$ cat config.mk
export PLATFORM = sky130hd
export DESIGN_NAME = traffic_light_fsm
export DESIGN_NICKNAME = d
export VERILOG_FILES = /design/src/rtl/traffic_light_fsm.sv
export SDC_FILE = /design/constraint.sdc
export NUM_CORES = 1
export LEC_CHECK = 0
export CORE_UTILIZATION = 40
export DETAILED_ROUTE_END_ITERATION = 8
export GPL_ROUTABILITY_DRIVEN = 0
export HOLD_SLACK_MARGIN = 0.08
export PLACE_DENSITY = 0.69
export SKIP_CTS_REPAIR_TIMING = 1
export SYNTH_ARGS = -nofsm -noshare
export SYNTH_HDL_FRONTEND = slang
export SYNTH_SLANG_ARGS = --single-unit
$ cat constraint.sdc
create_clock -name clk_100MHz -period 2.2 [get_ports clk_100MHz]
set_clock_uncertainty 0.1 [all_clocks]
set_input_delay 0.22 -clock clk_100MHz [delete_from_list [all_inputs] [get_ports clk_100MHz]]
set_output_delay 0.22 -clock clk_100MHz [all_outputs]
set_load 0.05 [all_outputs]
$ cat src/rtl/traffic_light_fsm.sv
// Two-way intersection controller: NS/EW green-yellow-allred sequencing, pedestrian
// walk insertion and flashing-yellow fallback, timed by edges of the divider's 1 Hz output.
module traffic_light_fsm #(
  parameter int unsigned T_GREEN  = 20,
  parameter int unsigned T_YELLOW = 3,
  parameter int unsigned T_ALLRED = 1,
  parameter int unsigned T_WALK   = 8
) (
  input  logic       clk_100MHz,
  input  logic       rst,
  input  logic       clk_1Hz,
  input  logic       enable,
  input  logic       ped_req,
  output logic [2:0] ns_light,
  output logic [2:0] ew_light,
  output logic       ped_walk,
  output logic [5:0] sec_left
);

  typedef enum logic [2:0] {
    NS_G  = 3'd0,
    NS_Y  = 3'd1,
    RED1  = 3'd2,
    EW_G  = 3'd3,
    EW_Y  = 3'd4,
    RED2  = 3'd5,
    WALK  = 3'd6,
    FLASH = 3'd7
  } state_t;

  localparam logic [5:0] LD_GREEN  = 6'(T_GREEN - 1);
  localparam logic [5:0] LD_YELLOW = 6'(T_YELLOW - 1);
  localparam logic [5:0] LD_ALLRED = 6'(T_ALLRED - 1);
  localparam logic [5:0] LD_WALK   = 6'(T_WALK - 1);

  localparam logic [2:0] LAMP_RED    = 3'b100;
  localparam logic [2:0] LAMP_YELLOW = 3'b010;
  localparam logic [2:0] LAMP_GREEN  = 3'b001;
  localparam logic [2:0] LAMP_OFF    = 3'b000;

  state_t     state_q, state_d;
  logic [5:0] timer_q, timer_d;
  logic       phase_q, phase_d;
  logic       ped_pending_q, ped_pending_d;
  logic [2:0] sync_q, sync_d;
  logic [2:0] ns_q, ns_d;
  logic [2:0] ew_q, ew_d;
  logic       walk_q, walk_d;
  logic       tick;

  // sync_q[1:0] is the two-flop synchronizer, sync_q[2] the edge-detect delay stage
  always_comb begin
    sync_d = {sync_q[1:0], clk_1Hz};
    tick   = sync_q[1] & ~sync_q[2];
  end

  always_ff @(posedge clk_100MHz or posedge rst) begin
    if (rst) begin
      sync_q <= 3'b000;
    end else begin
      sync_q <= sync_d;
    end
  end

  always_comb begin
    state_d       = state_q;
    timer_d       = timer_q;
    phase_d       = phase_q;
    ped_pending_d = ped_pending_q;

    if (!enable) begin
      state_d       = FLASH;
      ped_pending_d = 1'b0;
      if (state_q != FLASH) begin
        phase_d = 1'b1;
      end else if (tick) begin
        phase_d = ~phase_q;
      end
    end else if (state_q == FLASH) begin
      // leave flashing through all-red so no approach sees green abruptly
      state_d = RED2;
      timer_d = LD_ALLRED;
      phase_d = 1'b1;
    end else begin
      if (ped_req) begin
        ped_pending_d = 1'b1;
      end
      if (tick) begin
        if (timer_q == 6'd0) begin
          case (state_q)
            NS_G: begin
              state_d = NS_Y;
              timer_d = LD_YELLOW;
            end
            NS_Y: begin
              state_d = RED1;
              timer_d = LD_ALLRED;
            end
            RED1: begin
              state_d = EW_G;
              timer_d = LD_GREEN;
            end
            EW_G: begin
              state_d = EW_Y;
              timer_d = LD_YELLOW;
            end
            EW_Y: begin
              state_d = RED2;
              timer_d = LD_ALLRED;
            end
            RED2: begin
              if (ped_pending_q) begin
                state_d       = WALK;
                timer_d       = LD_WALK;
                ped_pending_d = 1'b0;
              end else begin
                state_d = NS_G;
                timer_d = LD_GREEN;
              end
            end
            WALK: begin
              state_d = NS_G;
              timer_d = LD_GREEN;
            end
            default: begin
              state_d = RED2;
              timer_d = LD_ALLRED;
            end
          endcase
        end else begin
          timer_d = timer_q - 6'd1;
        end
      end
    end
  end

  // lamps are decoded from the next state so they register on the same edge as it
  always_comb begin
    ns_d   = LAMP_RED;
    ew_d   = LAMP_RED;
    walk_d = 1'b0;
    case (state_d)
      NS_G:  ns_d = LAMP_GREEN;
      NS_Y:  ns_d = LAMP_YELLOW;
      EW_G:  ew_d = LAMP_GREEN;
      EW_Y:  ew_d = LAMP_YELLOW;
      WALK:  walk_d = 1'b1;
      FLASH: begin
        ns_d = phase_d ? LAMP_YELLOW : LAMP_OFF;
        ew_d = phase_d ? LAMP_YELLOW : LAMP_OFF;
      end
      default: begin
        ns_d = LAMP_RED;
        ew_d = LAMP_RED;
      end
    endcase
  end

  always_ff @(posedge clk_100MHz or posedge rst) begin
    if (rst) begin
      state_q       <= RED2;
      timer_q       <= LD_ALLRED;
      phase_q       <= 1'b1;
      ped_pending_q <= 1'b0;
      ns_q          <= LAMP_RED;
      ew_q          <= LAMP_RED;
      walk_q        <= 1'b0;
    end else begin
      state_q       <= state_d;
      timer_q       <= timer_d;
      phase_q       <= phase_d;
      ped_pending_q <= ped_pending_d;
      ns_q          <= ns_d;
      ew_q          <= ew_d;
      walk_q        <= walk_d;
    end
  end

  assign ns_light = ns_q;
  assign ew_light = ew_q;
  assign ped_walk = walk_q;
  assign sec_left = timer_q;

endmodule

==> flow_metrics.tcl <==
set metrics [dict create \
    slew_viol_final 0 \
    hold_path_class "input port to flop" \
    clkPwrFrac_pct 8.1 \
    synth.top_cell.area_share_pct 32.7 \
    end_kind "output port" \
    synth_warnings 0 \
    cts.sinks 21 \
    ys_async_sr_fraction_pct 100 \
    routed_wirelength_um 2640 \
    critPathCapture "sec_left[4]" \
    worst_pin_slew_ns 0.501 \
    hpwlAfterDp_um 2030 \
    regArea_sq_um 534 \
    critPathMaxStageDelay_ns 0.88 \
    grt_usage_pct 17.5 \
    synth_most_common_cell "dfrtp_1" \
    whs_ns 0.228 \
    status "complete, but fails checks" \
    cp.depth 1 \
    hold_viol 0 \
    period_needed_ns 2.09 \
    syn_nets 135 \
    reg2reg_setup_slack_ns 0.12 \
    worstPathArrival_ns 1.77 \
    cts_buffers 3 \
    min_period_over_period_pct 95.1 \
    grt_pass1_vias 984 \
    path_cells "clkdlybuf4s50_1" \
    antenna_found_initial 0 \
    path_clk_slew_ns 0.13 \
    crit_start "sec_left[4]$_DFFE_PP0P_" \
    syn_area_sq_um 1220 \
    port_buffers 17 \
    critPathBufInv 1 \
    ant_nets 0 \
    fill_cells 249 \
    synth.area.top_cells "dfrtp_1 33%, dfstp_2 11%, nand4b_1 2.9%" \
    htree_levels 1 \
    r2r-end "ns_light[2]$_DFF_PP1_" \
    violations "DRC" \
    drc 1 \
    wl_per_cell_um 14.2 \
    setup-violations-final 0 \
    r2r_cells 6 \
    first_pass_iters 8 \
    die_area_sq_um 3290 \
    vias_per_cell 5.67 \
    powerDensity_nw_per_um2 1550 \
    synthTopCellsByCount "16 x dfrtp_1, 8 x clkbuf_1, 8 x nand2_1" \
    final_net_count 163 \
    synth-edff-count 0 \
    max_freq_mhz 478 \
    core_sq_um 2830 \
    start_util_pct 43.3 \
    required_ns 1.88 \
    cts_tree "done" \
    ys_ff_latch 21 \
    vdd_drop_max_mv 1.14 \
    p_sw_share_pct 48.3 \
    max_slew_margin_pct 66.5 \
    path_max_fanout 7 \
    finish.utilization_pct 55.0 \
    drtIter0Drc 33 \
    multiInputGateArea_sq_um 653 \
    cts-root-buf "clkbuf_4" \
    clock_latency_ns 0.31 \
    p_int_w 0.00125 \
    drive_above_1_share_pct 21.9 \
    rsz0062_at_grt "no" \
    power_leakage_nw 0.653 \
    finalInstanceArea_sq_um 1560 \
    clockBufferDepth 2 \
    synth_top_area_cell "dfrtp_1" \
    dr_total_vias 1054 \
    critical_path.startpoint_type "flop" \
    seq_power_share_pct 25.3 \
    dieWidth_um 57.3 \
    grt_overflow 0 \
    area_growth_pct 27.1 \
    insertedDiodeCount 0 \
    grt_pass1_wl_um 4530 \
    p_sw_w 0.00117 \
    core.rowCount 19 \
    ys_seq_area_share_pct 43.4 \
    critPathKind "flop to output port" \
    combPwrFrac_pct 66.7 \
    ys_types 40 \
    reg2reg_from "sec_left[0]$_DFFE_PP0P_" \
    cap_viol_max_count 0 \
    slowest_stage "clkdlybuf4s50_1" \
    cp_top_family "buffers and inverters" \
    die_h_um 57.3 \
    syn_inst 128 \
    grt_max_degree 19 \
    ios 18 \
    syn_avg_cell_area_sq_um 9.57 \
    synthFlopType "dfrtp_1" \
    placed_area_sq_um 1520 \
]
cell families after synthesis:
logic type,share of synthesized area (%)
AND/OR/NAND/NOR,29.1
AO/OA/AOI/OAI,16.1
flip-flops,43.4
buffers and inverters,4.29
XOR/XNOR,2.86
multiplexers,2.14
adder cells (fa/ha/maj),2.04
cell usage in the layout, fill, tap and decap left out, types with 4 or more instances in the layout:
cell / n
nand4b_1: 4
buf_4: 13
clkdlybuf4s50_1: 17
nor2b_1: 5
o21ai_1: 4
o21ai_0: 5
dfrtp_1: 14
dfstp_2: 5
nand2b_1: 4
a21oi_1: 6
nor2_1: 5
and3_1: 4
nand2_1: 8
nor3b_1: 4
nand3_1: 5
registers in the layout (all words and copies together), names as in the netlist:
signal         count
ped_walk           1
sync_q             3
sec_left           6
ns_light           3
ped_pending_q      1
ew_light           3
state_q            3
phase_q            1
power by group through the flow:
| stage | Sequential (W) | Combinational, W | Clock, W |
|---|---|---|---|
| after global routing | 0.000624 | 0.00175 | 0.000218 |
| after global placement | 0.000612 | 0.00159 | 0 |
| after detailed placement | 0.000617 | 0.00161 | 0 |
| after floorplan | 0.000810 | 0.000720 | 0 |
| final | 0.000610 | 0.00161 | 0.000194 |
| after CTS | 0.000612 | 0.00161 | 0.000205 |
how the worst min path moves through the flow:
stage,to,slack [ns],cells after the start,from
after CTS,sec_left[0]$_DFFE_PP0P_,0.03,2,rst
after global placement,sync_q[1]$_DFF_PP0_,0.23,0,sync_q[0]$_DFF_PP0_
after detailed placement,sync_q[1]$_DFF_PP0_,0.24,0,sync_q[0]$_DFF_PP0_
after global routing,sync_q[0]$_DFF_PP0_,0.23,1,clk_1Hz
final,sync_q[0]$_DFF_PP0_,0.23,1,clk_1Hz
after floorplan,ew_light[0]$_DFF_PP0_,0.09,1,rst
per-layer routing:
layer	vias up	GRT usage (%)	wire length, um
met2	25	31.6	1320
met5	-	0	0
li1	521	-	-
met3	4	2.04	91
met4	0	3.83	17
met1	504	22.4	1210
cell type report:
class | count | share of cell area (%)
Clock inverter | 1 | 0.482
Timing Repair Buffer | 31 | 17.8
Tap cell | 31 | 2.49
Clock buffer | 3 | 1.45
Sequential cell | 21 | 34.3
Multi-Input combinational cell | 93 | 42.0
Inverter | 6 | 1.45
worst reg2reg max path: stages, from the launching register on:
cell,delay [ns]
dfrtp_2,0.46
inv_2,0.10
ha_4,0.14
or4b_4,0.50
nor3_4,0.21
mux2_4,0.31
nor4_1,0.17
through the flow:
step	setup slack [ns]	std cells	power (W)	setup TNS, ns
4_1_cts	0.0932	185	0.00243	0
2_1_floorplan	-0.0270	128	0.00153	-0.0270
6_report	0.108	186	0.00241	0
3_5_place_dp	0.152	181	0.00222	0
5_1_grt	0.0331	186	0.00259	0
3_3_place_gp	0.192	181	0.00220	0
Note: power is estimated with default switching activity, not from simulation.
==> patch (same settings) <==
Register the inputs `enable` and `ped_req` before use. The logic sees them one clock later.
--- a/src/rtl/traffic_light_fsm.sv
+++ b/src/rtl/traffic_light_fsm.sv
@@ -40,2 +40,10 @@
 
+  logic enable_q;
+  logic ped_req_q;
+
+  always_ff @(posedge clk_100MHz) begin
+    enable_q  <= enable;
+    ped_req_q <= ped_req;
+  end
+
   state_t     state_q, state_d;
@@ -70,3 +78,3 @@
 
-    if (!enable) begin
+    if (!enable_q) begin
       state_d       = FLASH;
@@ -84,3 +92,3 @@
     end else begin
-      if (ped_req) begin
+      if (ped_req_q) begin
         ped_pending_d = 1'b1;
Behaviour: not the same (a bounded check fails within 4 cycles, from zero or initial values and one cycle with rst high).
==> patch against the unedited design <==
Setup slack better by 73 ps; first-iteration DRC count fell by 24%; area after synthesis decreased by 0.10%; wire length is 8.8% lower; cell area fell by 7.1%; power decreased by 12%; sequential cell count grew 2; maximum frequency rose by 3.6%.
==> patch: results (changes against the unedited design) <==
critical_path:
  crit_family: "buffers and inverters"
  max_stage_delay_ps: 860  # -20 ps
  critPathLaunch: "sec_left[4]"
  path_max_fanout: 7  # unchanged
  r2r_start: "sec_left[0]"
  cpMaxStageDelayCell: "clkdlybuf4s50_1"
  rr_worst_depth: 6  # unchanged
routing:
  dr.pass1.iters: 4  # -4
  top_layer: "met4"
  wl_met2_microns: 1140  # -14%
  wl_microns: 2410  # -8.8%
  wl_met3_microns: 106  # +16%
  num_vias: 998  # -5.3%
  drt-initial-drc-count: 25  # -24%
  wl_met1_microns: 1120  # -7.4%
synth:
  synth_nets: 128  # -5.2%
  synth.distinct_cells: 44  # +10%
  seq_area_frac_synth_pct: 46.7  # +3.3 points
  synth_area_leaders: "dfrtp_1, dfstp_2, dfxtp_1"
  netlist_instances: 121  # -5.5%
  synth-async-reset-ratio_pct: 91.3  # -8.7 points
  synth.yosys.warnings: 0  # unchanged
  ys_top_cells_by_count: "dfrtp_1, a21oi_1, inv_1, nor2_1"
clocking:
  path_clk_slew_ps: 130  # about the same
  clockRootBuffer: "clkbuf_4"
  cts_max_level: 1  # unchanged
  cts_made_buffers: 3  # unchanged
  clock_latency_ps: 300
  cts.path.max_buffers: 2  # unchanged
global_routing:
  grt_usage_pct: 16.3  # -1.2 points
  overflow: 0  # unchanged
  grt_start_max_net_pins: 22  # +3
  grt_pass1_vias: 912  # -7.3%
  antenna_found_initial: 0  # unchanged
  grt_pass1_wl_microns: 4150  # -8.2%
place:
  place_ws_ps: 275  # +123 ps
  port_buffers: 17  # unchanged
  dpl.hpwl_microns: 1750  # -14%
final_layout:
  fillCellCount: 262  # +5.2%
  fin_nets: 146  # -10%
  antenna_cells: 0  # unchanged
  largest_reg_flops: 6  # unchanged
  final_layout_size_suffix_gt1_share_pct: 11.6  # -10 points
  stdcell_count: 169  # -9.1%
pwr:
  peakVddDrop_uv: 547  # -52%
  power.leakage_nw: 0.620  # -5.0%
  p_int_mw: 1.13  # -9.4%
worst_hold_path:
  hp-class: "input port to async pin"
outcome:
  status: "complete, no violations"
timing:
  worstMarginPinSlew_ps: 495  # -6.71 ps
flow_run:
  max_cap_viol_count: 0  # unchanged
-- patch: logic make-up (layout without fill, tap and decap cells) --
group	after synthesis	count (layout)	share of synthesized area, %
AND/OR/NAND/NOR	39	39	20.0
AO/OA/AOI/OAI	37	37	21.6
flip-flops	23	23	46.7
buffers and inverters	14	31	5.01
XOR/XNOR	3	3	2.15
multiplexers	3	3	2.45
adder cells (fa/ha/maj)	2	2	2.04
-- patch: through the flow --
| step | instance area, sq um | hold WS, ps |
|---|---|---|
| floorplan | 1220 | 92.8 |
| global placement | 1420 | 235 |
| detailed placement | 1420 | 242 |
| CTS | 1450 | 136 |
| global route | 1450 | 149 |
| finish | 1450 | 127 |
-- patch: power by group through the flow --
stage | registers, mW | logic (mW) | clock network (mW)
4_1_cts | 0.685 | 1.25 | 0.201
6_report | 0.685 | 1.25 | 0.193
2_1_floorplan | 0.906 | 0.798 | 0
5_1_grt | 0.705 | 1.36 | 0.223
3_3_place_gp | 0.687 | 1.23 | 0
3_5_place_dp | 0.693 | 1.25 | 0
-- patch: layer usage --
layer	track usage (%)	up-vias
li1	-	480
met1	22.9	490
met2	24.0	24
met3	2.49	4
met4	9.41	0
met5	0	-
-- patch: path summary, 6_finish.rpt --
check	to	slack, ps
worst max-delay path	sec_left[4]	180
worst min-delay path	sync_q[1]	130
worst max register to register	sec_left[4]	240
worst min register to register	sync_q[1]	270
max in group asynchronous	state_q[0]	1600
min in group clk_100MHz	sync_q[0]	240
-- patch: cell type report --
class                   count  area share [%]
multi-input cells          84            40.8
flip-flops and latches     23            39.5
repair buffers             20            13.3
well taps                  31            2.68
clock buffers               4            1.82
inverters                   7            1.82
